### src/rtl/usb_fs_phy_pkg.sv
// Shared encodings and constants for the usb_fs_phy full-speed transceiver PHY.
package usb_fs_phy_pkg;

  localparam logic [1:0] LS_SE0 = 2'b00;
  localparam logic [1:0] LS_J   = 2'b01;
  localparam logic [1:0] LS_K   = 2'b10;
  localparam logic [1:0] LS_SE1 = 2'b11;

  localparam logic [7:0] SYNC_BYTE   = 8'h80;
  localparam logic [2:0] STUFF_LIMIT = 3'd6;

  localparam int CLK_PER_BIT  = 4;
  localparam int RST_SE0_BITS = 31;
  localparam int RST_SE0_CLKS = RST_SE0_BITS * CLK_PER_BIT;

  typedef enum logic [2:0] {IDLE, SYNC, DATA, EOP1, EOP2, WAIT} tx_state_t;

endpackage

### src/rtl/usb_fs_phy_rx.sv
// Receive path: pin synchronisers, DPLL bit recovery, SYNC detection, NRZI decode,
// bit destuffing and LSB-first byte assembly.
module usb_fs_phy_rx
  import usb_fs_phy_pkg::*;
(
  input  logic       clk,
  input  logic       rst,
  input  logic       rxd,
  input  logic       rxdp,
  input  logic       rxdn,
  input  logic       blank,
  output logic [1:0] line_state,
  output logic       rx_valid,
  output logic       rx_active,
  output logic       rx_error,
  output logic [7:0] rx_data
);
  logic [2:0] meta_reg, sync_reg;   // {dn, dp, rxd}
  logic       rxd_prev;
  logic [1:0] phase;
  logic       last_level;
  logic [7:0] hist, shift;
  logic [2:0] bit_cnt, ones;
  logic       rxd_s, transition, sample, dec_bit;

  assign rxd_s      = sync_reg[0];
  assign line_state = sync_reg[2:1];
  assign transition = rxd_s != rxd_prev;
  // Phase restarts on every edge, so sampling lands on the third clock of each bit.
  assign sample     = (phase == 2'd2) && !transition;
  assign dec_bit    = rxd_s == last_level;

  always_ff @(posedge clk or posedge rst) begin
    if (rst) begin
      meta_reg   <= {LS_J, 1'b1};
      sync_reg   <= {LS_J, 1'b1};
      rxd_prev   <= 1'b1;
      phase      <= 2'd0;
      last_level <= 1'b1;
      hist       <= 8'hFF;
      shift      <= 8'h00;
      bit_cnt    <= 3'd0;
      ones       <= 3'd0;
      rx_valid   <= 1'b0;
      rx_active  <= 1'b0;
      rx_error   <= 1'b0;
      rx_data    <= 8'h00;
    end else begin
      meta_reg <= {rxdn, rxdp, rxd};
      sync_reg <= meta_reg;
      rxd_prev <= rxd_s;
      phase    <= transition ? 2'd1 : phase + 2'd1;
      rx_valid <= 1'b0;
      if (blank) begin
        last_level <= 1'b1;
        hist       <= 8'hFF;
        rx_active  <= 1'b0;
        rx_error   <= 1'b0;
      end else if (sample) begin
        if (line_state == LS_SE0) begin
          rx_active  <= 1'b0;
          rx_error   <= 1'b0;
          hist       <= 8'hFF;
          last_level <= 1'b1;
        end else if (!rx_active) begin
          last_level <= rxd_s;
          hist       <= {dec_bit, hist[7:1]};
          if ({dec_bit, hist[7:1]} == SYNC_BYTE) begin
            rx_active <= 1'b1;
            ones      <= 3'd1;
            bit_cnt   <= 3'd0;
          end
        end else if (line_state == LS_SE1) begin
          rx_error <= 1'b1;
        end else begin
          last_level <= rxd_s;
          // After an error the rest of the packet is ignored until EOP.
          if (!rx_error) begin
            if (ones == STUFF_LIMIT) begin
              ones <= 3'd0;
              if (dec_bit) rx_error <= 1'b1;
            end else begin
              ones    <= dec_bit ? ones + 3'd1 : 3'd0;
              shift   <= {dec_bit, shift[7:1]};
              bit_cnt <= bit_cnt + 3'd1;
              if (bit_cnt == 3'd7) begin
                rx_valid <= 1'b1;
                rx_data  <= {dec_bit, shift[7:1]};
              end
            end
          end
        end
      end
    end
  end

endmodule

### src/rtl/usb_fs_phy.sv
// USB full-speed PHY top: TX serialiser (SYNC, NRZI, stuffing, EOP) plus RX instance.
// Optional bus-reset detector enabled by defining USB_PHY_BUS_RST_EN.
module usb_fs_phy
  import usb_fs_phy_pkg::*;
(
  input  logic       clk,
  input  logic       rst,
  input  logic       phy_tx_mode,
  output logic       usb_rst,
  output logic       txdp,
  output logic       txdn,
  output logic       txoe,
  input  logic       rxd,
  input  logic       rxdp,
  input  logic       rxdn,
  input  logic [7:0] DataOut_i,
  input  logic       TxValid_i,
  output logic       TxReady_o,
  output logic       RxValid_o,
  output logic       RxActive_o,
  output logic       RxError_o,
  output logic [7:0] DataIn_o,
  output logic [1:0] LineState_o
);
  tx_state_t  tx_state;
  logic [1:0] tx_phase;
  logic [7:0] tx_shift;
  logic [3:0] tx_cnt;
  logic [2:0] tx_ones;
  logic       tx_line, tx_se0;
  logic [3:0] blank_cnt;
  logic       rx_blank, tx_bit_en, tx_next_bit;

  assign tx_bit_en   = tx_phase == 2'(CLK_PER_BIT - 1);
  assign tx_next_bit = (tx_cnt == 4'd8) ? DataOut_i[0] : tx_shift[0];

  assign txdp = (phy_tx_mode && tx_se0) ? 1'b0 : tx_line;
  assign txdn = phy_tx_mode ? (~tx_line & ~tx_se0) : tx_se0;

  always_ff @(posedge clk or posedge rst) begin
    if (rst) begin
      tx_state  <= IDLE;
      tx_phase  <= 2'd0;
      tx_shift  <= 8'h00;
      tx_cnt    <= 4'd0;
      tx_ones   <= 3'd0;
      tx_line   <= 1'b1;
      tx_se0    <= 1'b0;
      txoe      <= 1'b1;
      TxReady_o <= 1'b0;
    end else begin
      tx_phase  <= tx_phase + 2'd1;
      TxReady_o <= 1'b0;
      case (tx_state)
        IDLE: if (TxValid_i) begin
          // First SYNC bit goes out on the start edge; bit timing restarts here.
          tx_state <= SYNC;
          tx_phase <= 2'd0;
          txoe     <= 1'b0;
          tx_line  <= SYNC_BYTE[0] ? tx_line : ~tx_line;
          tx_ones  <= {2'b00, SYNC_BYTE[0]};
          tx_shift <= {1'b0, SYNC_BYTE[7:1]};
          tx_cnt   <= 4'd1;
        end
        SYNC, DATA: if (tx_bit_en) begin
          if (tx_ones == STUFF_LIMIT) begin
            tx_line <= ~tx_line;
            tx_ones <= 3'd0;
          end else if (tx_cnt == 4'd8 && !TxValid_i) begin
            tx_state <= EOP1;
            tx_se0   <= 1'b1;
          end else begin
            tx_line <= tx_next_bit ? tx_line : ~tx_line;
            tx_ones <= tx_next_bit ? tx_ones + 3'd1 : 3'd0;
            if (tx_cnt == 4'd8) begin
              tx_state  <= DATA;
              TxReady_o <= 1'b1;
              tx_shift  <= {1'b0, DataOut_i[7:1]};
              tx_cnt    <= 4'd1;
            end else begin
              tx_shift <= {1'b0, tx_shift[7:1]};
              tx_cnt   <= tx_cnt + 4'd1;
            end
          end
        end
        EOP1: if (tx_bit_en) tx_state <= EOP2;
        EOP2: if (tx_bit_en) begin
          tx_state <= WAIT;
          tx_se0   <= 1'b0;
          tx_line  <= 1'b1;
        end
        WAIT: if (tx_bit_en) begin
          tx_state <= IDLE;
          txoe     <= 1'b1;
        end
        default: tx_state <= IDLE;
      endcase
    end
  end

  // Keep the receiver deaf to our own echo and the line settling after TX.
  always_ff @(posedge clk or posedge rst) begin
    if (rst)                   blank_cnt <= 4'd0;
    else if (!txoe)            blank_cnt <= 4'(2 * CLK_PER_BIT);
    else if (blank_cnt != 4'd0) blank_cnt <= blank_cnt - 4'd1;
  end
  assign rx_blank = !txoe || (blank_cnt != 4'd0);

  usb_fs_phy_rx u_rx (
    .clk        (clk),
    .rst        (rst),
    .rxd        (rxd),
    .rxdp       (rxdp),
    .rxdn       (rxdn),
    .blank      (rx_blank),
    .line_state (LineState_o),
    .rx_valid   (RxValid_o),
    .rx_active  (RxActive_o),
    .rx_error   (RxError_o),
    .rx_data    (DataIn_o)
  );

`ifdef USB_PHY_BUS_RST_EN
  localparam int SE0_CW = $clog2(RST_SE0_CLKS);
  logic [SE0_CW-1:0] se0_cnt;

  // Counting clocks at a fixed 4 per bit avoids depending on DPLL phase during SE0.
  always_ff @(posedge clk or posedge rst) begin
    if (rst) begin
      se0_cnt <= '0;
      usb_rst <= 1'b0;
    end else if (LineState_o != LS_SE0) begin
      se0_cnt <= '0;
      usb_rst <= 1'b0;
    end else if (se0_cnt == SE0_CW'(RST_SE0_CLKS - 1)) begin
      usb_rst <= 1'b1;
    end else begin
      se0_cnt <= se0_cnt + 1'b1;
    end
  end
`else
  assign usb_rst = 1'b0;
`endif

endmodule

### config.mk
export PLATFORM = sky130hd
export DESIGN_NAME = usb_fs_phy
export DESIGN_NICKNAME = d
export VERILOG_FILES = /design/src/rtl/usb_fs_phy_pkg.sv /design/src/rtl/usb_fs_phy_rx.sv /design/src/rtl/usb_fs_phy.sv
export SDC_FILE = /design/constraint.sdc
export NUM_CORES = 1
export LEC_CHECK = 0
export ABC_AREA = 1
export CAP_MARGIN = 10
export CORE_ASPECT_RATIO = 1.4
export CORE_MARGIN = 2
export CORE_UTILIZATION = 35
export CTS_BUF_LIST = sky130_fd_sc_hd__clkbuf_4 sky130_fd_sc_hd__clkbuf_8 sky130_fd_sc_hd__clkbuf_16
export DETAILED_ROUTE_END_ITERATION = 6
export PLACE_DENSITY_LB_ADDON = 0.1
export SYNTH_ARGS = -nofsm -noshare
export SYNTH_HDL_FRONTEND = slang
export SYNTH_SLANG_ARGS = --single-unit
### constraint.sdc
create_clock -name clk -period 2.75 [get_ports clk]
set_input_delay 0.55 -clock clk [delete_from_list [all_inputs] [get_ports clk]]
set_output_delay 0.55 -clock clk [all_outputs]
set_load 0.02 [all_outputs]
; ---- Yosys cells after proc, flatten, opt, wreduce, memory -nomap -nowiden
; Index checks and enable logic that the tools add are counted.
[word_totals]
output_inout_bits = 18
regBits = 71
wordCells = 196
inputBits = 15
[classes]
mux = 95
bitwise_logic = 8
eq_ne = 32
addsub = 7
n_reduce_logical = 31
[ops]
columns = operator, n
row1 = $mux W3, 24
row2 = $mux W8, 8
row3 = $mux W1, 45
row4 = $mux W4, 7
row5 = $ne A2 B2 Y1 const B, 11
row6 = $reduce_and A7 Y1, 3
row7 = $pmux W8 S2, 1
row8 = $eq A3 B3 Y1 const B, 5
row9 = $pmux W3 S5, 1
row10 = $ne A3 B3 Y1 const B, 4
row11 = $reduce_and A6 Y1, 2
row12 = $reduce_and A5 Y1, 2
row13 = $reduce_bool A2 Y1, 5
row14 = $add A3 B1 Y3 const B, 3
row15 = $eq A8 B8 Y1 const B, 1
row16 = $pmux W4 S2, 1
row17 = $reduce_and A8 Y1, 1
row18 = $mux W7, 1
row19 = $not A1 Y1, 7
row20 = $eq A2 B2 Y1 const B, 3
row21 = $eq A3 B2 Y1 const B, 2
row22 = $mux W2, 3
row23 = $pmux W3 S2, 1
row24 = $reduce_and A2 Y1, 3
row25 = 22 further kinds, 29

; ---- Longest topological paths before layout
; Gate-level depths: netlist (run 1).
[logic_depth]
ltp_word = 9
depth_mapped = 11
depth_no_buf = 11

; ---- Cells and area by module
; Synthesis (run 1) repeated with hierarchy kept, for this count alone.
[unflattened]
hier_cells = 394
hier_area_um2 = 3498.4
[modules_own_cells]
columns = module, area_each_um2, seq_area_each_um2, cells_each, instances
row1 = usb_fs_phy_rx, 1849.3, 1042.2, 191, 1
row2 = usb_fs_phy, 1649.1, 678.2, 203, 1

; ---- Worst setup path after synthesis (run 1)
; Ideal clock, no wire load.
[synth_path]
path_kind = in2out
start = in phy_tx_mode
end = out txdn
required_ns = 2.200
cell_stages = 1
path_slack_ns = 1.174
arrival_ns = 1.026
path_buffers = 0
path_cell_list = o21ai_0
[synth_via]
elab_chain_len = 1
[synth_lines]
columns = item, line_no
row1 = "start, declared", usb_fs_phy.sv:8  ; input logic phy_tx_mode,
row2 = $mux W1, usb_fs_phy.sv:38  ; assign txdn = phy_tx_mode ? (~tx_line & ~tx_se0) : tx_se0;
row3 = "end, declared", usb_fs_phy.sv:11  ; output logic txdn,
; No other way between the ends.

; ---- Final worst setup path (run 1)
; Ends and elaborated chain as after synthesis.

==> impl_metrics.toml, run 1 <==
[timing]
max_slew_margin_pct = 51.4
period_needed_ns = 2.36
rsz0062_at_grt = "false"
tightest_slew_ns = 0.724
setup_viol = 0
hold_violations = 0
max_clock_freq_ghz = 0.424
slew_viol_final = 0
tns_ns = 0
fin_ws_ns = 0.391
fin_skew_ns = 0.00773
fin_crit_sh_pct = 85.8

[finish]
layout-drive-gt1-share_pct = 13.8
fin_nets = 462
fillers = 953
stdcell_count = 573
area_delta_synth_final_pct = 20.5
n_antenna_cell = 0
design_area_um2 = 4150
largest_register_ffs = 8
multi_input_comb_area_um2 = 1440
register_area_um2 = 1720
largest_register = "u_rx.rx_data"

[yosys]
yosysUniqueCellTypes = 42
synth.avg_cell_area_um2 = 8.59
synth_common_cells = "nand2_1 (117), dfrtp_1 (53), inv_1 (52), o21ai_0 (27), nand3_1 (26)"
synthTopCellsByArea = "dfrtp_1 (38%), nand2_1 (13%), dfstp_2 (11%)"
syn_area_um2 = 3450
ys_ff_latch = 68
synth_ff_type = "dfrtp_1"
synth_top_area_share_pct = 38.5
synth-seq-area-share_pct = 49.9
synth_edf_count = 0
post-synth-top-count-cell = "nand2_1"
synth_cells = 401
async_reset_ff_share_pct = 100
yosysWarnings = 0
syn_nets = 427
yosysTopAreaCell = "dfrtp_1"

[worst_hold_path]
hold_start = "u_rx.meta_reg[2]"
hold_class = "reg2reg"

[clocking]
cts.clk_slew.worst_paths_ns = 0.06
hold_buffers = 0
h-tree-depth = 3
cts_resized = 0
insertion_delay_ns = 0.33
clock_sinks = 68
post-cts-setup-buffers = 0
cts_buffer_depth = 2
cts_tree = "done"
root_buffer = "clkbuf_16"
cts_buffers = 9

[detailed_routing]
drc = 0
routedWlPerCell_um = 11.3
post_drt_via_cell_ratio = 4.61
wirelength_mm = 6.46
dr_total_vias = 2644
drtPass1Iterations = 4
ant_nets = 0
drtIter0Drc = 102

[setup_path]
critPathSlowestCell = "clkdlybuf4s50_1"
cp_max_fo = 3
required_ns = 2.20
cpPeakStageDelay_ns = 0.62
crit_arrival_ns = 1.81
cp_top_family = "buffers and inverters"
critPathKind = "in2out"
crit_top_cell = "clkdlybuf4s50_1"
path_cells = "clkdlybuf4s50_1, nand3_1, o21ai_0, clkdlybuf4s50_1"
critPathBufInv = 2
cp-startpoint = "phy_tx_mode"
startpoint_type = "primary input"
worstSetupEndpointType = "output port"
reg2reg_from = "tx_cnt[0]"

[global_route]
first_global_vias = 2583
grt_max_degree = 69
grt_pass1_wl_mm = 11.5
grt_overflow = 0
track_usage_pct = 13.8
antenna_found_initial = 0

[power_and_ir_drop]
switchingPower_mw = 1.29
switching_share_pct = 37.4
power.share.sequential_pct = 36.0
p_per_area_nw_per_um2 = 832
leakage_nw = 2.06
power.internal_mw = 2.16
power.share.clock_pct = 31.1
totalPowerFinal_mw = 3.45
ir_drop_mv = 0.477
p_comb_share_pct = 32.9

[floorplanning]
die_y_um = 121
pin_count = 33
chipWidth_um = 87.9
core_um2 = 9510
num_rows = 42
die_area_um2 = 10700
start_util_pct = 36.2

[placement]
placed_area_um2 = 3870
dp.cells = 557
dp_hpwl_mm = 4.57
place.gp.congestion = 0.823
pre_cts_ws_ns = 0.379
numPortBuffers = 31

[flow_run]
drv_cap = 0

[outcome]
outcome = "finished clean"
==> layer usage <==
layer | up-vias | GRT usage [%] | share of wire (%)
met3 | 11 | 4.01 | 3.9
met2 | 43 | 22.8 | 50
met5 | - | 0 | 0
li1 | 1359 | - | -
met1 | 1231 | 16.4 | 44
met4 | 0 | 6.15 | 2.2
==> power groups by stage <==
stage | clock network, mW | registers (mW) | logic, mW
floorplan | 0 | 1.24 | 1.01
global route | 1.17 | 1.26 | 1.31
CTS | 1.11 | 1.24 | 1.16
finish | 1.07 | 1.24 | 1.14
detailed placement | 0 | 1.26 | 1.16
global placement | 0 | 1.26 | 1.15
==> through the flow <==
stage / hold WS (ns) / util, %
after floorplan: 0.331 / -
after global placement: 0.332 / 40.7
after detailed placement: 0.337 / 40.7
after CTS: 0.350 / 43.7
after global routing: 0.359 / 43.7
final: 0.348 / 43.7
==> cell type report <==
class / instances / area share (%)
inverters: 56 / 5.12
clock inverters: 5 / 0.904
clock buffers: 11 / 5.94
multi-input cells: 269 / 34.7
flip-flops and latches: 68 / 41.4
repair buffers: 32 / 7.95
well taps: 132 / 3.98
==> placed cells by master (no fill, tap or decap), types with 3 or more instances in the layout <==
cell type,Yosys,layout
ha_1,11,11
nand4_1,5,5
nor3_1,9,9
clkdlybuf4s50_1,0,31
clkbuf_16,0,9
nor2_4,4,4
xnor2_1,3,3
a21oi_1,5,5
o21ai_2,10,10
nand3_1,26,26
nor2_1,19,19
dfrtp_1,53,53
nand2_1,117,117
o21ai_0,27,27
a22oi_1,7,7
dfstp_2,15,15
nand2_2,3,3
inv_1,52,51
==> cell families (layout without fill, tap and decap cells) <==
logic type	count (synthesis)	in the layout	synth area share [%]
other	1	1	0.109
AND/OR/NAND/NOR	195	195	26.1
buffers and inverters	64	104	8.28
flip-flops	68	68	49.9
XOR/XNOR	4	4	1.02
adder cells (fa/ha/maj)	11	11	3.99
AO/OA/AOI/OAI	58	58	10.5
==> worst paths after layout <==
check	to	slack [ns]	cells past startpoint
max reg2reg	tx_cnt[3]	0.78	10
min	u_rx.sync_reg[2]	0.35	0
min reg2reg	u_rx.sync_reg[2]	0.35	0
max in group asynchronous	u_rx.meta_reg[0]	1.79	3
max	txdn	0.39	4
min in group asynchronous	u_rx.shift[3]	0.59	3
(Power assumes the default switching activity.)
==> inputs of run 2 (changes only) <==
Settings changed: CORE_MARGIN 2 to unset, SLEW_MARGIN set to 20.
==> impl_metrics.toml, run 2 (synthesis gave the netlist of run 1 again) <==
[clocking]
cts_tree = "done"
insertion_delay_ns = 0.33
h-tree-depth = 3
post-cts-setup-buffers = 0
cts_buffer_depth = 2
hold_buffers = 0
root_buffer = "clkbuf_16"
clock_sinks = 68
cts_buffers = 9
cts.clk_slew.worst_paths_ns = 0.05
cts_resized = 0

[global_route]
grt_overflow = 0
antenna_found_initial = 0
grt_max_degree = 31
first_global_vias = 2715
track_usage_pct = 15.0
grt_pass1_wl_mm = 12.0

[finish]
area_delta_synth_final_pct = 21.5
n_antenna_cell = 0
layout_commonest_cell = "nand2_1"
fin_nets = 466
largest_register_ffs = 8
layout-drive-gt1-share_pct = 14.6
largest_register = "u_rx.rx_data"
final_cell_mix = "nand2_1 (117), dfrtp_1 (53), inv_1 (51), clkdlybuf4s50_1 (31), o21ai_0 (27)"
stdcell_count = 577

[detailed_routing]
ant_nets = 0
drc = 0
wirelength_mm = 6.64
drtIter0Drc = 104
routedWlPerCell_um = 11.5
drtPass1Iterations = 4
post_drt_via_cell_ratio = 4.59
dr_total_vias = 2646

[timing]
hold_violations = 0
period_needed_ns = 2.36
slew_viol_final = 0
tightest_slew_ns = 0.741
fin_crit_sh_pct = 85.9
max_slew_margin_pct = 50.2
max_clock_freq_ghz = 0.423
tns_ns = 0
setup_viol = 0
fin_skew_ns = 0.00579
rsz0062_at_grt = "false"

[setup_path]
r2r-end = "tx_shift[6]"
cp_max_fo = 3
startpoint_type = "primary input"
cp-startpoint = "phy_tx_mode"
critPathKind = "in2out"
crit_arrival_ns = 1.81
reg2reg_slack_ns = 0.91
worstSetupEndpointType = "output port"
rr_worst_depth = 10
required_ns = 2.20
reg2reg_from = "tx_state[0]"

[power_and_ir_drop]
totalPowerFinal_mw = 3.54
p_per_area_nw_per_um2 = 844
power.internal_mw = 2.22
power.share.sequential_pct = 35.1
p_comb_share_pct = 33.9
switchingPower_mw = 1.32
power.share.clock_pct = 31.0
switching_share_pct = 37.3
ir_drop_mv = 0.609
leakage_nw = 2.08

[worst_hold_path]
holdPathEnd = "u_rx.sync_reg[2]"
hold_start = "u_rx.meta_reg[2]"
holdPathStages = 0
hold_class = "reg2reg"

[placement]
dp.cells = 561
numPortBuffers = 31
place.gp.congestion = 0.809
dp_hpwl_mm = 4.85

[floorplanning]
chipWidth_um = 85.9
start_util_pct = 36.2
die_area_um2 = 10300
num_rows = 42
die_y_um = 119
core_um2 = 9510
pin_count = 33

[outcome]
outcome = "finished clean"

[flow_run]
drv_cap = 0
[run 2: area by class of cell]
type,instances,area (um2)
Inverter,56,213
Clock inverter,5,36.3
Tap cell,132,165
Multi-Input combinational cell,269,1440
Sequential cell,68,1720
Timing Repair Buffer,36,360
Clock buffer,11,253
Fill cell,970,5320
[run 2: power by group through the flow]
| stage | sequential (mW) | clock (mW) | combinational, mW |
|---|---|---|---|
| 3_3_place_gp | 1.26 | 0 | 1.20 |
| 2_1_floorplan | 1.24 | 0 | 1.01 |
| 4_1_cts | 1.25 | 1.13 | 1.22 |
| 3_5_place_dp | 1.26 | 0 | 1.21 |
| 5_1_grt | 1.26 | 1.17 | 1.37 |
| 6_report | 1.24 | 1.09 | 1.20 |
[run 2: per-layer routing]
layer  up-vias  global-route usage [%]  wire length, um  part of all wire [%]
li1       1367                       -                -                     -
met1      1239                    16.5             2840                    43
met2        31                    26.5             3490                    52
met3         9                    3.74              188                   2.8
met4         0                    7.19              127                   1.9
met5         -                       0                0                     0
[run 2: worst max-delay path by stage]
stage	endpoint	slack, ns
floorplan	TxReady_o	0.51
global placement	txdn	0.39
detailed placement	txdn	0.38
CTS	txdn	0.38
global route	txdn	0.32
finish	txdn	0.39
[run 2: metrics by stage]
step	setup WS, ns	util, %	cell area, um2	hold slack [ns]
3_3_place_gp	0.391	41.0	3900	0.332
2_1_floorplan	0.513	-	3450	0.331
4_1_cts	0.379	44.0	4190	0.349
5_1_grt	0.323	44.0	4190	0.359
3_5_place_dp	0.379	41.0	3900	0.336
6_report	0.387	44.0	4190	0.346
[run 2: worst max-delay path, stage by stage]
cell and delay (ns):
clkdlybuf4s50_1 0.49, nand3_1 0.08, o21ai_0 0.07, clkdlybuf4s50_1 0.62
==> inputs of run 3 (changes only) <==
Settings changed: CAP_MARGIN 10 to unset, SLEW_MARGIN 20 to unset.
==> results of run 3 <==
The final DEF is identical to that of run 2; final timing and power are the same.
